`config.mk`:
```
export PLATFORM = sky130hd
export DESIGN_NAME = mem_arbiter
export DESIGN_NICKNAME = d
export VERILOG_FILES = /design/src/rtl/mem_arbiter.sv
export SDC_FILE = /design/constraint.sdc
export NUM_CORES = 1
export LEC_CHECK = 0
export CORE_ASPECT_RATIO = 0.8
export CORE_UTILIZATION = 42
export DETAILED_ROUTE_END_ITERATION = 10
export PLACE_DENSITY = 0.79
export SETUP_SLACK_MARGIN = 0.05
export SYNTH_ARGS = -nofsm -noshare
export SYNTH_HDL_FRONTEND = slang
export SYNTH_SLANG_ARGS = --single-unit
```
`constraint.sdc`:
```
create_clock -name clk -period 1.8 [get_ports clk]
set_input_delay 0.27 -clock clk [delete_from_list [all_inputs] [get_ports clk]]
set_output_delay 0.27 -clock clk [all_outputs]
set_load 0.005 [all_outputs]
```
`src/rtl/mem_arbiter.sv`:
```
`default_nettype none
// ============================================================================
//  Module      : mem_arbiter
//  Description : Shares the single-ported unified memory between the core's
//                instruction-fetch port (imem) and load/store port (dmem).
//                Runs one memory transaction at a time, returns each response
//                to the requester that issued it, and generates the core-wide
//                stall signal.
//
//  Ports
//    clk, reset              : clock (rising edge), asynchronous active-low reset
//    imem_req_* / imem_resp_*: fetch request (held until response) / response
//    dmem_req_* / dmem_resp_*: load/store request (held until response) / response
//    mem_req_* / mem_resp_*  : request/response channel to the memory model
//    stall                   : combinational; core holds state while asserted
//    wdog_err                : sticky watchdog timeout flag
//
//  Optional feature
//    MEM_ARB_WATCHDOG_EN : when defined, a per-state cycle counter aborts a
//                          REQ/WAIT that lasts WDOG_LIMIT cycles, sets wdog_err
//                          and releases the owner with 32'hDEADBEEF.
//                          When undefined, wdog_err is tied to 0.
//
//  Revision    : 1.0 - initial release
// ============================================================================
module mem_arbiter #(
    parameter int ADDR_WIDTH = 32,
    parameter int DATA_WIDTH = 32,
    parameter int WDOG_LIMIT = 255
) (
    input  logic                    clk,
    input  logic                    reset,

    input  logic                    imem_req_valid,
    input  logic [ADDR_WIDTH-1:0]   imem_req_addr,
    output logic                    imem_resp_valid,
    output logic [DATA_WIDTH-1:0]   imem_resp_data,

    input  logic                    dmem_req_valid,
    input  logic                    dmem_req_rw,
    input  logic [ADDR_WIDTH-1:0]   dmem_req_addr,
    input  logic [DATA_WIDTH-1:0]   dmem_req_wdata,
    input  logic [DATA_WIDTH/8-1:0] dmem_req_wmask,
    output logic                    dmem_resp_valid,
    output logic [DATA_WIDTH-1:0]   dmem_resp_data,

    output logic                    mem_req_valid,
    input  logic                    mem_req_ready,
    output logic                    mem_req_rw,
    output logic [ADDR_WIDTH-1:0]   mem_req_addr,
    output logic [DATA_WIDTH-1:0]   mem_req_wdata,
    output logic [DATA_WIDTH/8-1:0] mem_req_wmask,
    input  logic                    mem_resp_valid,
    input  logic [DATA_WIDTH-1:0]   mem_resp_data,

    output logic                    stall,
    output logic                    wdog_err
);

    localparam int   c_MASK_W = DATA_WIDTH / 8;
    localparam logic c_IMEM   = 1'b0;
    localparam logic c_DMEM   = 1'b1;
    localparam logic [DATA_WIDTH-1:0] c_WDOG_DATA = DATA_WIDTH'(32'hDEADBEEF);

    typedef enum logic [1:0] {
        ST_IDLE = 2'd0,
        ST_REQ  = 2'd1,
        ST_WAIT = 2'd2
    } state_t;

    state_t                r_state;
    state_t                w_state_nxt;
    logic                  r_owner;
    logic                  r_last_grant;
    logic                  r_rw;
    logic [ADDR_WIDTH-1:0] r_addr;
    logic [DATA_WIDTH-1:0] r_wdata;
    logic [c_MASK_W-1:0]   r_wmask;
    logic                  r_imem_resp_valid;
    logic [DATA_WIDTH-1:0] r_imem_resp_data;
    logic                  r_dmem_resp_valid;
    logic [DATA_WIDTH-1:0] r_dmem_resp_data;

    logic                  w_ireq;
    logic                  w_dreq;
    logic                  w_grant;
    logic                  w_grant_dmem;
    logic                  w_resp_fire;
    logic                  w_wdog_fire;
    logic                  w_timeout;

    // A requester keeps valid high during the cycle its response pulse is
    // visible; masking it here stops the same request being granted twice.
    assign w_ireq = imem_req_valid & ~r_imem_resp_valid;
    assign w_dreq = dmem_req_valid & ~r_dmem_resp_valid;

    // ------------------------------------------------------------------
    // State register
    // ------------------------------------------------------------------
    always_ff @(posedge clk or negedge reset) begin
        if (!reset) begin
            r_state <= ST_IDLE;
        end else begin
            r_state <= w_state_nxt;
        end
    end

    // ------------------------------------------------------------------
    // Next-state and grant decision
    // ------------------------------------------------------------------
    always_comb begin
        w_state_nxt  = r_state;
        w_grant      = 1'b0;
        w_grant_dmem = 1'b0;
        w_resp_fire  = 1'b0;
        w_wdog_fire  = 1'b0;
        case (r_state)
            ST_IDLE: begin
                if (w_ireq || w_dreq) begin
                    w_grant = 1'b1;
                    // Round-robin on contention: favour the side not served last.
                    if (w_ireq && w_dreq) begin
                        w_grant_dmem = (r_last_grant == c_IMEM);
                    end else begin
                        w_grant_dmem = w_dreq;
                    end
                    w_state_nxt = ST_REQ;
                end
            end
            ST_REQ: begin
                if (mem_req_ready) begin
                    w_state_nxt = ST_WAIT;
                end else if (w_timeout) begin
                    w_state_nxt = ST_IDLE;
                    w_wdog_fire = 1'b1;
                end
            end
            ST_WAIT: begin
                if (mem_resp_valid) begin
                    w_resp_fire = 1'b1;
                    w_state_nxt = ST_IDLE;
                end else if (w_timeout) begin
                    w_state_nxt = ST_IDLE;
                    w_wdog_fire = 1'b1;
                end
            end
            default: begin
                w_state_nxt = ST_IDLE;
            end
        endcase
    end

    // ------------------------------------------------------------------
    // Request latches and registered response paths
    // ------------------------------------------------------------------
    always_ff @(posedge clk or negedge reset) begin
        if (!reset) begin
            r_owner           <= c_IMEM;
            r_last_grant      <= c_IMEM;
            r_rw              <= 1'b0;
            r_addr            <= '0;
            r_wdata           <= '0;
            r_wmask           <= '0;
            r_imem_resp_valid <= 1'b0;
            r_imem_resp_data  <= '0;
            r_dmem_resp_valid <= 1'b0;
            r_dmem_resp_data  <= '0;
        end else begin
            r_imem_resp_valid <= 1'b0;
            r_dmem_resp_valid <= 1'b0;

            if (w_grant) begin
                r_owner      <= w_grant_dmem;
                r_last_grant <= w_grant_dmem;
                if (w_grant_dmem) begin
                    r_rw    <= dmem_req_rw;
                    r_addr  <= dmem_req_addr;
                    r_wdata <= dmem_req_wdata;
                    r_wmask <= dmem_req_wmask;
                end else begin
                    // Fetches are always reads with no write data/mask.
                    r_rw    <= 1'b0;
                    r_addr  <= imem_req_addr;
                    r_wdata <= '0;
                    r_wmask <= '0;
                end
            end

            if (w_resp_fire) begin
                if (r_owner == c_DMEM) begin
                    r_dmem_resp_valid <= 1'b1;
                    r_dmem_resp_data  <= r_rw ? '0 : mem_resp_data;
                end else begin
                    r_imem_resp_valid <= 1'b1;
                    r_imem_resp_data  <= mem_resp_data;
                end
            end

            // Timeout releases the owner with a recognisable poison word.
            if (w_wdog_fire) begin
                if (r_owner == c_DMEM) begin
                    r_dmem_resp_valid <= 1'b1;
                    r_dmem_resp_data  <= c_WDOG_DATA;
                end else begin
                    r_imem_resp_valid <= 1'b1;
                    r_imem_resp_data  <= c_WDOG_DATA;
                end
            end
        end
    end

`ifdef MEM_ARB_WATCHDOG_EN
    localparam int c_WCNT_W = ($clog2(WDOG_LIMIT + 1) > 8) ? $clog2(WDOG_LIMIT + 1) : 8;
    // The counter holds the number of cycles already spent in the current
    // state, so the limit is hit during the WDOG_LIMIT-th cycle.
    localparam logic [c_WCNT_W-1:0] c_WDOG_LAST = c_WCNT_W'(WDOG_LIMIT - 1);

    logic [c_WCNT_W-1:0] r_wdog_cnt;
    logic                r_wdog_err;

    assign w_timeout = (r_wdog_cnt == c_WDOG_LAST);

    always_ff @(posedge clk or negedge reset) begin
        if (!reset) begin
            r_wdog_cnt <= '0;
            r_wdog_err <= 1'b0;
        end else begin
            if (w_state_nxt != r_state) begin
                r_wdog_cnt <= '0;
            end else if ((r_state == ST_REQ) || (r_state == ST_WAIT)) begin
                r_wdog_cnt <= r_wdog_cnt + 1'b1;
            end
            if (w_wdog_fire) begin
                r_wdog_err <= 1'b1;
            end
        end
    end

    assign wdog_err = r_wdog_err;
`else
    logic w_unused_wdog;

    assign w_timeout     = 1'b0;
    assign wdog_err      = 1'b0;
    assign w_unused_wdog = (WDOG_LIMIT != 0);
`endif

    // ------------------------------------------------------------------
    // Outputs
    // ------------------------------------------------------------------
    assign mem_req_valid   = (r_state == ST_REQ);
    assign mem_req_rw      = r_rw;
    assign mem_req_addr    = r_addr;
    assign mem_req_wdata   = r_wdata;
    assign mem_req_wmask   = r_wmask;

    assign imem_resp_valid = r_imem_resp_valid;
    assign imem_resp_data  = r_imem_resp_data;
    assign dmem_resp_valid = r_dmem_resp_valid;
    assign dmem_resp_data  = r_dmem_resp_data;

    assign stall = (imem_req_valid & ~r_imem_resp_valid) |
                   (dmem_req_valid & ~r_dmem_resp_valid);

endmodule
`default_nettype wire

```
; ---- Word-level counts from Yosys, hierarchy flattened
; Cells that the tools add are included.
[totals]
ff_bits = 138
latch_bits = 0
ramBits = 0
mem_bits_ro = 0
in_bits = 139
out_inout_bits = 138
word_cells = 47
memories = 0
[op_classes]
add_sub_neg = 0
multipliers = 0
div = 0
magnitude_cmp = 0
eq_ne = 5
n_shift = 0
mux = 20
bitwise_logic = 6
n_reduce_logical = 6
[op_table]
columns = op, n
row1 = 32-bit two-way mux, 3
row2 = 1-bit two-way mux, 12
row3 = 2-bit two-way mux, 3
row4 = 2-bit case mux with 3 select lines, 1
row5 = 4-bit two-way mux, 1
row6 = 2-bit inequality test (second input constant), 2
row7 = 2-bit AND reduction, 2
row8 = 1-bit inverter, 3
row9 = 3-bit AND reduction, 1
row10 = 1-bit AND, 2
row11 = 2-bit by 1-bit equality test with 1-bit output (second input constant), 1
row12 = 2-bit equality test (second input constant), 1
row13 = 2-bit logical NOT, 1
row14 = 2-bit by 1-bit inequality test with 1-bit output (second input constant), 1
row15 = 1-bit logical AND, 1
row16 = 1-bit logical OR, 1
row17 = 1-bit OR, 1

; ---- Logic depth before layout (Yosys ltp)
; Gate-level depths: netlist (run 1).
[depth]
depth_word = 7
depth_mapped = 6
depth_no_buf = 3

; ---- Worst setup path after synthesis (run 1)
; No wires, ideal clock.
[synth_path]
path_kind = register to register
from = reg r_imem_resp_valid, in the netlist imem_resp_valid
to = reg r_addr[12], in the netlist mem_req_addr[12]
setup_time_ns = 0.136
arrival_time_ns = 1.324
required_time_ns = 1.664
slack_ns = 0.339
path_stages_with_launch = 5
path_buffers = 1
period_less_slack_ns = 1.461
cell_sequence = dfrtp_1 -> nand2b_2 -> clkbuf_1 -> a2111oi_2 -> a211oi_2
[synth_between]
elab_chain_len = 7
word_cells_on_any_way = 10
cone_classes = mux: 6 / bitwise: 2 / reduce/logical: 2
[synth_lines]
columns = item, line
row1 = start: declaration, 79  ; logic r_imem_resp_valid;
row2 = start signal: assignment, 164  ; r_imem_resp_valid <= 1'b0;
row3 = start signal: assignment, 169  ; r_imem_resp_valid <= 1'b0;
row4 = start signal: assignment, 194  ; r_imem_resp_valid <= 1'b1;
row5 = 1-bit inverter *, 94  ; assign w_ireq = imem_req_valid & ~r_imem_resp_valid;
row6 = 1-bit AND *, 94
row7 = 1-bit logical AND, 122  ; if (w_ireq && w_dreq) begin
row8 = 1-bit two-way mux, 122
row9 = 1-bit two-way mux, 119  ; if (w_ireq || w_dreq) begin
row10 = 1-bit two-way mux, 117  ; case (r_state)
row11 = 32-bit two-way mux, 175  ; if (w_grant_dmem) begin
row12 = end signal: assignment, 177  ; r_addr <= dmem_req_addr;
row13 = end signal: assignment, 183  ; r_addr <= imem_req_addr;
row14 = end: declaration, 76  ; logic [ADDR_WIDTH-1:0] r_addr;
; Every way passes the cells marked *; elsewhere a longest branch is shown, timed or not.
; A chain may end at the register's enable or synchronous reset.

; ---- Final worst setup path (run 1)
[layout_path]
from = reg r_state[1]
to = reg r_addr[1], in the netlist mem_req_addr[1]
[layout_between]
elab_chain_len = 3
word_cells_on_any_way = 4
cone_classes = mux: 3 / reduce/logical: 1
[layout_lines]
columns = item, line
row1 = start: declaration, 71  ; state_t r_state;
row2 = start signal: assignment, 104  ; r_state <= w_state_nxt;
row3 = 2-bit logical NOT *, 117
row4 = 1-bit two-way mux, 117
row5 = 32-bit two-way mux, 175
; Marks and branches as above.

==> impl_summary.md, run 1 <==
Status
The flow ran to the end, and the final reports show no timing, DRC or antenna violations.

Timing
The final number of hold-violating endpoints is 0. The routed design could run at a clock period as short as 1.67 ns. Headroom to the max-slew limit came out at 0.650.

For this run, the top clock speed supported by timing is 0.600 GHz. At the pin with the least slew margin, the transition time is 0.524 ns. Final hold analysis gives a worst-case slack of 0.345 ns. The sum of negative setup slack is 0 ns.

Setup violations remaining at the end of the flow were counted as 0. Dividing the final minimum period by the clock period gives 0.927. The setup clock skew after layout is 0.0101 ns. Setup repair after global routing left no endpoint under its margin. The final-report max-slew violation count is 0.

Pwr
Of the total power, the share spent switching nets is 0.325. The power density normalized to cell area is 1670 nW/um2. Total power for the finished layout comes to 16300 uW. Of the total power, combinational logic draws 0.455. Summed over all nets, the switching power comes to 5310 uW.

The clock group share of total power is 0.214. The worst-case IR drop observed on VDD is 0.000870 V. The proportion of power drawn by flip-flops and latches is 0.331. Summed over all cells, the static leakage comes to 0.00408 uW. The total internal power is 11000 uW.

Drt
Using the TritonRoute via totals, the vias-per-cell ratio works out to 5.30. The post-detailed-route count of antenna-violating nets is 0. The pre-antenna-repair detailed-routing pass consisted of 4 iterations.

The number of design-rule violations left by the first detailed-router iteration is 181. Detailed routing inserted a total of 5128 vias. The average wire length per cell after detail routing is 19.1 um. The detailed-route wire length is 18500 um.

The DRC violation count after routing is 0.

Floorplanning
The area enclosed by the die boundary is 15100 um2. The die is 137 um wide. From bottom edge to top edge, the die measures 110 um. 277 I/O pins were placed. The region available for standard cell placement spans 14300 um2. For this configuration, the core starts out at a cell density of 0.430.

The row count is 39.

Layout
The count of cells in the finished layout, fillers not included, comes to 967. The area growth from synthesis to layout is 58.6%. The net count of the finished layout is 909. The share of final-layout standard cells stronger than drive strength 1 is 0.174. The number of diodes is 0. The count of fill cells added during filler insertion is 1010. The final design area excluding fillers is 9760 um2.

Clock network
Clock-pin slew was measured on the worst setup and hold paths at 0.06 ns. The level count of the clock H-tree is 4. Clock tree synthesis inserted a total of 17 buffers. Once the clock tree was built, the setup fixing pass inserted 0 buffers.

The clock reaches the later pin of the worst-skew pair after 0.42 ns. TritonCTS built the clock tree. The tree is rooted in a sky130_fd_sc_hd__clkbuf_16. The clock drives 138 sinks.

The maximum clock insertion buffer count is 2.

Global route
The number of antenna violations at the first check in global routing is 0. The wire length of the first global-routing pass is 27500 um. The aggregate global routing overflow is 0. The total routing resource utilization after global routing is 0.246. Entering global routing, the biggest net connects 66 pins. The via count of the first global-routing pass was 5175.

Setup path
STA classifies the critical path endpoint as a register. The worst setup path is launched from a register. The delay of the slowest critical-path stage is 0.42 ns.

The critical path data required time is 2.11 ns. For this design, the slowest cell found on the critical path is sky130_fd_sc_hd__dfrtp_1. The path type of the worst setup path is reg2reg. Counting cells, the worst reg-to-reg path comes to 4. Traced cell by cell, the critical path runs through or2_2 -> a21o_2 -> buf_12 -> a211oi_1. The largest driver fanout on the critical path is 24.

At the worst endpoint, the arrival time is 1.97 ns.

Synthesis
The commonest cells after synthesis are sky130_fd_sc_hd__dfrtp_1 (138), sky130_fd_sc_hd__a22o_1 (38), sky130_fd_sc_hd__inv_1 (35), sky130_fd_sc_hd__nand2_1 (34), sky130_fd_sc_hd__nand2b_1 (34). Counting distinct cell types in the post-synthesis netlist gives 28. The share of flip-flops with an asynchronous set or reset is 1.00. The share of the Yosys chip area taken by registers is 0.561. Synthesis produced a netlist whose cell count is 501. The proportion of synthesized area in mux cells is 0.0586. The number of enable flip-flop cells after synthesis is 0. The share of Yosys cell area claimed by the top area cell type is 0.561. The largest family of logic cells by synthesized area is compound AO/OA/AOI/OAI gates.

The post-synthesis cell type with the largest combined area is sky130_fd_sc_hd__dfrtp_1. The most used flip-flop cell after synthesis is sky130_fd_sc_hd__dfrtp_1. The parity-gate share of the synthesized area counting xor and xnor cells is 0.

The synthesized-area fraction occupied by adder cells is 0. Counting flops and latches in the post-synthesis netlist gives 138. The number of nets in the synthesized netlist is 640.

Of the total synthesized cell area, the portion taken by AND, OR, NAND and NOR gates is 0.0982. A synthesized cell averages 12.3 um2. The cell with the most instances after synthesis is sky130_fd_sc_hd__dfrtp_1.

The complex-gate fraction of the synthesized area came to 0.208. The cell area after synthesis is 6150 um2. The total number of yosys warnings is 0. After synthesis, the cell types taking the most area are sky130_fd_sc_hd__dfrtp_1 (56%), sky130_fd_sc_hd__mux2_2 (5.9%), sky130_fd_sc_hd__a22o_1 (5.4%).

Placement
The HPWL reported at the end of detailed placement is 12700 um. The global placement routability congestion is 0.820. The number of port buffers is 275. Counting tap cells, the placed design contains a total of 934 instances. The area of placed instances is 9150 um2.

Worst hold path
The tightest min-delay check is of the in2async type.

Run
Across the run, the number of max-cap violations was 0.
## power groups by stage
stage	clock network, uW	registers, uW	logic, uW
floorplan	0	5410	3310
global placement	0	5340	7220
detailed placement	0	5390	7450
CTS	3580	5390	7470
global route	3710	5550	7970
finish	3500	5400	7430
## cells by family (layout without fill, tap and decap cells)
logic type             count (synthesis)  after routing
AO/OA/AOI/OAI                        137            137
other                                  1              1
flip-flops                           138            138
buffers and inverters                 85            367
multiplexers                          32             32
AND/OR/NAND/NOR                      108            108
## repair_timing
action | in CTS | in global routing
endpoints found under the hold margin | 42 | 0
setup endpoints to repair | 2 | 10
hold buffers | 1 | 0
pin swaps | 0 | 0
resized for setup | 3 | 4
## critical path, delay by kind of cell, from the launching register on
kind / cells / cell delay (ns)
compound gates: 2 / 0.58
simple gates: 1 / 0.37
flops: 1 / 0.42
buf+inv: 1 / 0.19
## placed cells by master (no fill, tap or decap), drive strengths merged, types with 2 or more instances in the layout
cell type | Yosys | final
clkdlybuf4s50 | 0 | 272
dfrtp | 138 | 138
a22o | 38 | 38
inv | 35 | 38
nand2b | 35 | 35
nand2 | 34 | 34
o21ai | 33 | 33
nor4 | 32 | 32
mux2 | 32 | 32
a2111oi | 32 | 32
a211oi | 32 | 32
buf | 31 | 25
clkbuf | 19 | 20
clkinvlp | 0 | 4
clkinv | 0 | 3
nor3 | 2 | 2
bufinv | 0 | 2
a21o | 2 | 2
## stage by stage
step                 util  setup WS (ns)
floorplan               -          0.339
global placement    0.640         0.0166
detailed placement  0.640        -0.0102
CTS                 0.682         0.0636
global route        0.683         0.0697
finish              0.683          0.132
## worst paths after layout
check | end | startpoint | slack, ns
max reg2reg | mem_req_addr[1] | r_state[1] | 0.13
min | dmem_resp_data[21] | reset | 0.34
min reg2reg | dmem_resp_data[17] | dmem_resp_data[17] | 0.48
max | mem_req_addr[1] | r_state[1] | 0.13
min in group clk | dmem_resp_data[5] | mem_resp_data[5] | 0.43
max in group asynchronous | dmem_resp_data[3] | reset | 0.81
## cell type report
class	count	area, um2	area share
inverters	35	131	0.0135
clock inverters	12	139	0.0142
repair buffers	300	3080	0.316
well taps	184	230	0.0236
flip-flops and latches	138	3450	0.354
multi-input cells	278	2270	0.232
clock buffers	20	457	0.0468
## flip-flops by register name, indices dropped and copies added (netlist names)
name             cells
mem_req_addr        32
r_state              2
imem_resp_valid      1
mem_req_wdata       32
r_last_grant         1
mem_req_wmask        4
imem_resp_data      32
dmem_resp_data      32
dmem_resp_valid      1
mem_req_rw           1
## layer usage
layer / wire, um / GRT usage / vias to the layer above
met1: 7490 / 0.299 / 2514
met3: 1410 / 0.0704 / 44
met4: 607 / 0.132 / 0
met2: 9000 / 0.399 / 210
met5: 0 / 0 / -
li1: - / - / 2360
(Power assumes the default switching activity.)
==> run 2, diff against run 1 <==
clock period = 1.9 ns   (was 1.8 ns; I/O delays follow)
==> run 2 against run 1 <==
Net effect: clock power decreased by 7.4%; hold slack lost 0.0077 ns; routed wire length decreased by 4.1%; clock skew fell by 0.0010 ns; first-iteration DRC count grew 55%; combinational power decreased by 7.7%; register-to-register slack better by 0.12 ns; global-route usage shrank 0.47 points; utilization is 0.55 points lower; critical path type is now reg2out; highest routed layer unchanged.
==> impl_summary.md, run 2 (synthesis gave the netlist of run 1 again) <==
Status
The run finished with clean final reports.

Setup path
Traced cell by cell, the critical path runs through nand2b_1 -> inv_1 -> dlygate4sd2_1. The worst setup path is of the reg2out kind. The signal arrival time at the worst endpoint came to 1.37 ns (-0.60 ns).

The logic depth of the worst setup path including buffers came to 3 (-1). The buffering stage count on the worst path with inverters included came to 2 (+1). The register-to-register setup slack came to 0.25 ns (+0.12 ns). STA classifies the critical path endpoint as a primary output. The delay of the slowest critical-path stage is 0.42 ns (about the same). In this run the critical register-to-register path is captured at mem_req_addr[29]. The reg-to-reg critical path startpoint is r_state[1]. The nature of the critical path startpoint is a register. The slowest stage of the critical path is the sky130_fd_sc_hd__dfrtp_1 cell. The largest driver fanout on the critical path is 5 (-79%). The critical path's top delay family is flip-flops. The critical path data required time is 1.62 ns (-0.49 ns). The worst reg-to-reg path cell count was 4 (unchanged).

Clock network
The maximum clock insertion buffer count is 2 (unchanged). The clock latency on the worst-skew pair came to 0.43 ns (about the same). The clock sink count is 138 (unchanged). The level count of the clock H-tree was 4 (unchanged).

The CTS buffer count was 17 (unchanged). TritonCTS built the clock tree. The cell sitting at the root of the clock tree is a sky130_fd_sc_hd__clkbuf_16. The clock input transition at the sequential cells of the worst setup and hold paths is 0.07 ns (about the same).

Pwr
The power consumption came to 15200 uW (-7.0%). The power density normalized to cell area was 1570 nW/um2 (-6.2%). The maximum vdd drop came to 0.000743 V (-15%). The leakage component of the power is 0.00404 uW (-1.0%).

Drt
The number of design-rule violations left by the first detailed-router iteration came to 281 (+55%). The count of TritonRoute iterations in the first routing pass is 5 (+1). The DRC violation count after routing is 0 (unchanged).

The detailed-route wire length is 17700 um (-4.1%). The post-detailed-route count of antenna-violating nets is 0 (unchanged). The average wire length per cell after detail routing is 18.5 um (-3.5%). The via count is 5032 (-1.9%). The average vias per placed instance is 5.24 (-1.3%).

Placement
The number of placed instances, taps included is 928 (-0.64%). The worst setup slack after placement was 0.0188 ns (+0.0290 ns). The global placement routability congestion is 0.840 (+2.5%). The HPWL reported at the end of detailed placement came to 12300 um (-3.6%). The number of port buffers is 275 (unchanged).

Layout
The library cells used most frequently in the layout, excluding fill and tap cells, are sky130_fd_sc_hd__clkdlybuf4s50_1 (272), sky130_fd_sc_hd__dfrtp_1 (138), sky130_fd_sc_hd__a22o_1 (38). Compared with the post-synthesis result, the final layout area differs by 57.4%. The net count of the finished layout is 903 (-0.66%). The share of final-layout standard cells stronger than drive strength 1 is 0.170 (-0.00381). The number of diodes is 0 (unchanged). Leaving out fill and tap cells, the most frequent cell in the layout is sky130_fd_sc_hd__clkdlybuf4s50_1. The non-filler instance count after layout came to 961 (-0.62%).

Timing
The worst hold slack after final layout came to 0.337 ns (-0.00775 ns). Setup repair after global routing left no endpoint under its margin. The final setup slack of the worst path came to 0.241 ns (+0.109 ns). In the finished design, the share of the clock period the worst path needs comes to 0.873. The achievable frequency is 0.603 GHz. The setup clock skew after layout came to 0.00912 ns (-0.00102 ns). The sum of negative setup slack was 0 ns (unchanged). The final-report max-slew violation count came to 0 (unchanged). The final period demand of the worst path is 1.66 ns. The count of final setup violators was 0 (unchanged). The final number of hold-violating endpoints came to 0 (unchanged).

Worst hold path
The min-delay analysis places its worst path in the category in2async.

Floorplanning
The I/O pin count is 277 (unchanged). The row count is 39 (unchanged). The area enclosed by the die boundary is 15100 um2 (unchanged). The width of the die came to 137 um (unchanged). The floorplan core area is 14300 um2 (unchanged). The height of the chip is 110 um (unchanged).

The effective utilization at floorplan is 0.430 (unchanged).

Global route
The number of antenna violations at the first check in global routing is 0 (unchanged). The aggregate global routing overflow is 0 (unchanged). The via count of the first global-routing pass was 5096 (-1.5%).

The wire length of the first global-routing pass is 27100 um (-1.7%). The pin count of the biggest net entering global routing was 66 (unchanged). The total routing resource utilization after global routing is 0.242 (-0.00470).

Run
The max-cap violation count was 0 (unchanged).
run 2: cell count changes in the layout (fill, tap and decap cells not counted), sizes merged:
cell,delta
bufinv,-1
inv,+5
clkbuf,-3
clkinv,-1
buf,-6
clkdlybuf4s15,-1
dlygate4sd2,+1
run 2: report_power, final:
group          internal [uW]  switching, uW  leakage, uW  total, uW
Clock                   1850           1400     0.000274       3240
Combinational           4050           2810      0.00207       6860
Sequential              4290            785      0.00170       5080
Total                  10200           4990      0.00404      15200
run 2: area by class of cell:
cell class	instances	area, um2
Fill cell	1042	4610
Inverter	35	131
Timing Repair Buffer	294	3010
Multi-Input combinational cell	278	2280
Sequential cell	138	3450
Clock inverter	15	156
Clock buffer	17	425
Tap cell	184	230
run 2: worst max-delay path by stage:
stage	startpoint	endpoint	slack [ns]
after floorplan	imem_resp_valid	mem_req_addr[12]	0.44
after global placement	dmem_req_valid	stall	0.03
after global routing	r_state[0]	mem_req_addr[0]	0.16
after CTS	r_state[1]	mem_req_valid	0.23
after detailed placement	dmem_req_valid	mem_req_wdata[10]	0.02
final	r_state[1]	mem_req_valid	0.24
run 2: what timing repair did:
item,CTS,global route
hold buffers,1,0
gates resized for setup,5,0
setup buffers,0,0
endpoints found under the hold margin,38,0
setup endpoints to repair,2,0
run 2: per-stage QoR:
stage | util | instance area, um2
global placement | 0.635 | 9080
global route | 0.677 | 9680
floorplan | - | 6150
CTS | 0.677 | 9680
finish | 0.677 | 9680
detailed placement | 0.635 | 9080
run 2: worst register-to-register path, delay by kind of cell, from the launching register on:
kind | cells | cell delay, ns
and+or+nand+nor | 1 | 0.38
DFF | 1 | 0.42
AOI/OAI and AO/OA | 2 | 0.53
buffers and inverters | 1 | 0.22
run 2: metal layers:
| metal | GRT usage | share of wire |
|---|---|---|
| met4 | 0.110 | 0.027 |
| met3 | 0.0786 | 0.091 |
| met1 | 0.302 | 0.41 |
| met2 | 0.383 | 0.48 |
| met5 | 0 | 0 |
==> edit 1, RTL diff (flow settings as in run 2) <==
Re-encode `state_t` (3 states) as one-hot, 3 bits wide.
--- a/src/rtl/mem_arbiter.sv
+++ b/src/rtl/mem_arbiter.sv
@@ -64,6 +64,6 @@
 
-    typedef enum logic [1:0] {
-        ST_IDLE = 2'd0,
-        ST_REQ  = 2'd1,
-        ST_WAIT = 2'd2
+    typedef enum logic [2:0] {
+        ST_IDLE = 3'b001,
+        ST_REQ  = 3'b010,
+        ST_WAIT = 3'b100
     } state_t;
Function: no difference found for any inputs over 4 cycles, from zero or initial values and one cycle with reset low; so few cycles prove little.
==> edit 1 against run 2 <==
Total power down 5.4%; cell count fell by 9.7%; combinational power shrank 11%; worst hold slack improved by 12 ps; clock power is 2% lower; design area fell by 4.1%; sequential cell count is 1 higher; worst setup slack got worse by 100 ps; clock skew down 2.8 ps; synthesized area shrank 7.9%; routed wire length down 12%; largest power group unchanged; critical path depth grew 2.
==> edit 1: results (changes against run 2) <==
sequential share of cell area=0.3749 (+0.01830); largest net degree at the start of global routing=50 (-24%); delay of the slowest critical-path stage=540 ps (+120 ps); ys async rst share=1.000 (unchanged); Tot GR Track Use=0.2324 (-0.009245); Vias/cell=4.988 (-4.7%); wire length on met3=941 µm (-42%); register area share after synthesis=0.6142 (+0.05297); Final Wtd Congestion=0.8183 (-2.6%); Final nets=818 (-9.4%); VDD IR max=867.4 µV (+17%); layout cells sized above 1=0.2168 (+0.04688); Worst Skew=6.282 ps (-2.836 ps); wire length on met2=7.954 mm (-5.8%); Worst Hold Class=in -> async; buffer share of cell area=0.3237 (+0.01296); GR Util met3=0.06494 (-0.01371); DRT Pass-1 Iters=4 (-1); DRT iter0 DRCs=206 (-27%); Max stage delay cell, worst path=dfstp_2; initial antenna violation count=1 (+1); reg2reg path depth=5 (+1); r2r startpoint=r_state[0]$_DFFE_PN1P_; fillers=903 (-13%); critical path peak fanout=3 (-2); Non-Filler Instances=868 (-9.7%); met1 wire length=6.368 mm (-12%); antenna cells=1 (+1); Synth Net Count=535 (-16%); R2R Setup Slk=200 ps (-50 ps); Multi-input gate area=0.001991 mm² (-13%); CP arrival=1480 ps (+110 ps); post-synthesis cell count=396 (-21%); hpwl dp=11.26 mm (-8.4%); top cells by area, synth=dfrtp_1 61%, mux2_2 13%, o221a_2 6.2%; P_leak=4.048 nW (+0.16%); commonest cells in the netlist=138 x dfrtp_1, 63 x mux2_2, 37 x a22o_1; later-pin clock latency in the skew report=400 ps (-30 ps); #MultiIn Comb=225 (-19%); Non-CTS buffers=293 (-0.34%); H-tree Lvls=4 (unchanged); status=complete, no violations; Inst Count DP=833 (-10%); number of global-route vias before repair=4630 (-9.1%); Yosys cell types=31 (+11%); grt met2 use=0.4036 (+0.02051); final WL=15.56 mm (-12%); clock buffer count=18 (+1); Non-CTS inverters=3 (-91%); IO buf count=275 (unchanged); GR Layer Usage met1=0.2761 (-0.02559); Final clock-cell share=0.06186 (+0.001775); CTS Sinks=139 (+0.72%); global-route wire length before repair=24.89 mm (-8.0%); CTS clk-pin slew, worst paths=roughly 60 ps; Reg-to-Reg End=imem_resp_data[10]$_DFFE_PN0P_
## edit 1: timing repair
action / in CTS / in global routing
setup endpoints to repair: 3 / 1
hold buffers: 1 / 0
gates resized for setup: 3 / 1
buffers inserted: 0 / 1
endpoints found under the hold margin: 35 / 0
gates cloned: 0 / 0
## edit 1: through the flow
| stage | worst slack (ps) | setup TNS, ps | cell area (µm²) | hold WS (ps) | power (mW) |
|---|---|---|---|---|---|
| global placement | 19.11 | 0 | 8687 | 217.5 | 11.03 |
| global route | 71.56 | 0 | 9284 | 381.4 | 15.18 |
| detailed placement | -31.26 | -506.5 | 8687 | 224.1 | 11.24 |
| floorplan | 184.1 | 0 | 5665 | -10.59 | 7.545 |
| finish | 138.2 | 0 | 9284 | 349.5 | 14.37 |
| CTS | 48.23 | 0 | 9270 | 353.2 | 14.51 |
## edit 1: logic make-up after synthesis
kind of cell	share of synthesized area
flops	0.6142
other cells	0.0006619
simple gates	0.09276
mux	0.1290
compound gates	0.1290
buf+inv	0.03445
## edit 1: report_power, final
group	total, mW	switching, mW	internal [mW]
clock network	3.19	1.32	1.86
registers	5.08	0.788	4.30
logic	6.10	2.04	4.05
total	14.4	4.15	10.2
## edit 1: worst max-delay path by stage
| stage | slack [ps] | startpoint | endpoint |
|---|---|---|---|
| final | 140 | r_state[0]$_DFFE_PN1P_ | mem_req_valid |
| after floorplan | 180 | r_state[0]$_DFFE_PN1P_ | mem_req_rw$_DFFE_PN0P_ |
| after global routing | 70 | r_state[0]$_DFFE_PN1P_ | mem_req_valid |
| after CTS | 50 | r_state[0]$_DFFE_PN1P_ | mem_req_valid |
| after detailed placement | -30 | mem_resp_valid | imem_resp_data[12]$_DFFE_PN0P_ |
| after global placement | 20 | mem_resp_valid | imem_resp_data[24]$_DFFE_PN0P_ |
==> edit 2, RTL diff (config.mk and constraints of run 2) <==
Made on the original files. Add a define of `MEM_ARB_WATCHDOG_EN`.
--- a/src/rtl/mem_arbiter.sv
+++ b/src/rtl/mem_arbiter.sv
@@ -25,2 +25,4 @@
 // ============================================================================
+`define MEM_ARB_WATCHDOG_EN
+
 module mem_arbiter #(
Check against the original RTL: no difference found for any inputs over 4 cycles, from zero or initial values and one cycle with reset low; that may be too few to reach the edited logic, so the function may still have changed.
==> edit 2 against run 2 <==
The run now ends with negative setup slack left; routed wire length increased by 4.6%; synthesized area decreased by 1.6%; largest cell class unchanged; worst setup slack worse by 310 ps; design area is 4.8% higher; clock power is 2% lower; sequential cell count rose by 9; total power rose by 2.6%; worst hold slack improved by 35 ps; register-to-register slack lost 320 ps; sequential power grew 5.3%.
==> edit 2: results (changes against run 2) <==
register area share after synthesis=0.6077 (+0.04649); P_leak=4.302 nW (+6.4%); final setup violating endpoints=30 (+30); design area=0.01015 mm² (+4.8%); post-synthesis cell count=480 (-4.2%); hpwl dp=12.72 mm (+3.5%); Internal=10.69 mW (+4.8%); Synth Net Count=625 (-2.3%); Synth Area in Compound Gates=0.2077 (-0.0002809); Sequential Power Share=0.344 (+0.010); Max stage delay cell, worst path=dfrtp_2; WL per Instance=18.90 µm (+2.3%); Inst Count DP=936 (+0.86%); final WL=18.56 mm (+4.6%); Final WS setup=-72.83 ps (-314.0 ps); failing checks=negative setup slack; status=finished, violations left; VDD IR max=921.9 µV (+24%); fillers=888 (-15%); wire length on met3=1.275 mm (-21%); Post-DP Area=0.009245 mm² (+1.8%); Worst Skew=14.45 ps (+5.337 ps); Crit path max-delay family=simple AND/OR/NAND/NOR gates; via count=5196 (+3.3%); post-synthesis mux area share=0.05291 (-0.005646); CP arrival=2280 ps (+910 ps); layout cells sized above 1=0.1421 (-0.02774)
[edit 2: final timing paths]
check | start | endpoint | cells after the start
worst max-delay path | r_state[0]$_DFF_PN0_ | register | 7
worst min-delay path | reset | asynchronous set/reset pin | 2
worst max register to register | r_state[0]$_DFF_PN0_ | register | 7
worst min register to register | mem_req_addr[20]$_DFFE_PN0P_ | mem_req_addr[20]$_DFFE_PN0P_ | 2
max in group asynchronous | reset | mem_req_wdata[4]$_DFFE_PN0P_ | 3
min in group clk | dmem_req_wdata[16] | mem_req_wdata[16]$_DFFE_PN0P_ | 2
[edit 2: area by class of cell]
cell class              instances  area share
clock buffers                  19     0.04364
clock inverters                13     0.01221
inverters                       7    0.003699
multi-input cells             292      0.2308
flip-flops and latches        147      0.3626
well taps                     180     0.02219
repair buffers                324      0.3249
[edit 2: logic make-up (layout without fill, tap and decap cells)]
group,Yosys count,after routing
fa+ha+maj,6,6
compound gates,161,161
simple gates,86,86
xor+xnor,7,7
mux,32,32
flops,147,147
buf+inv,41,363
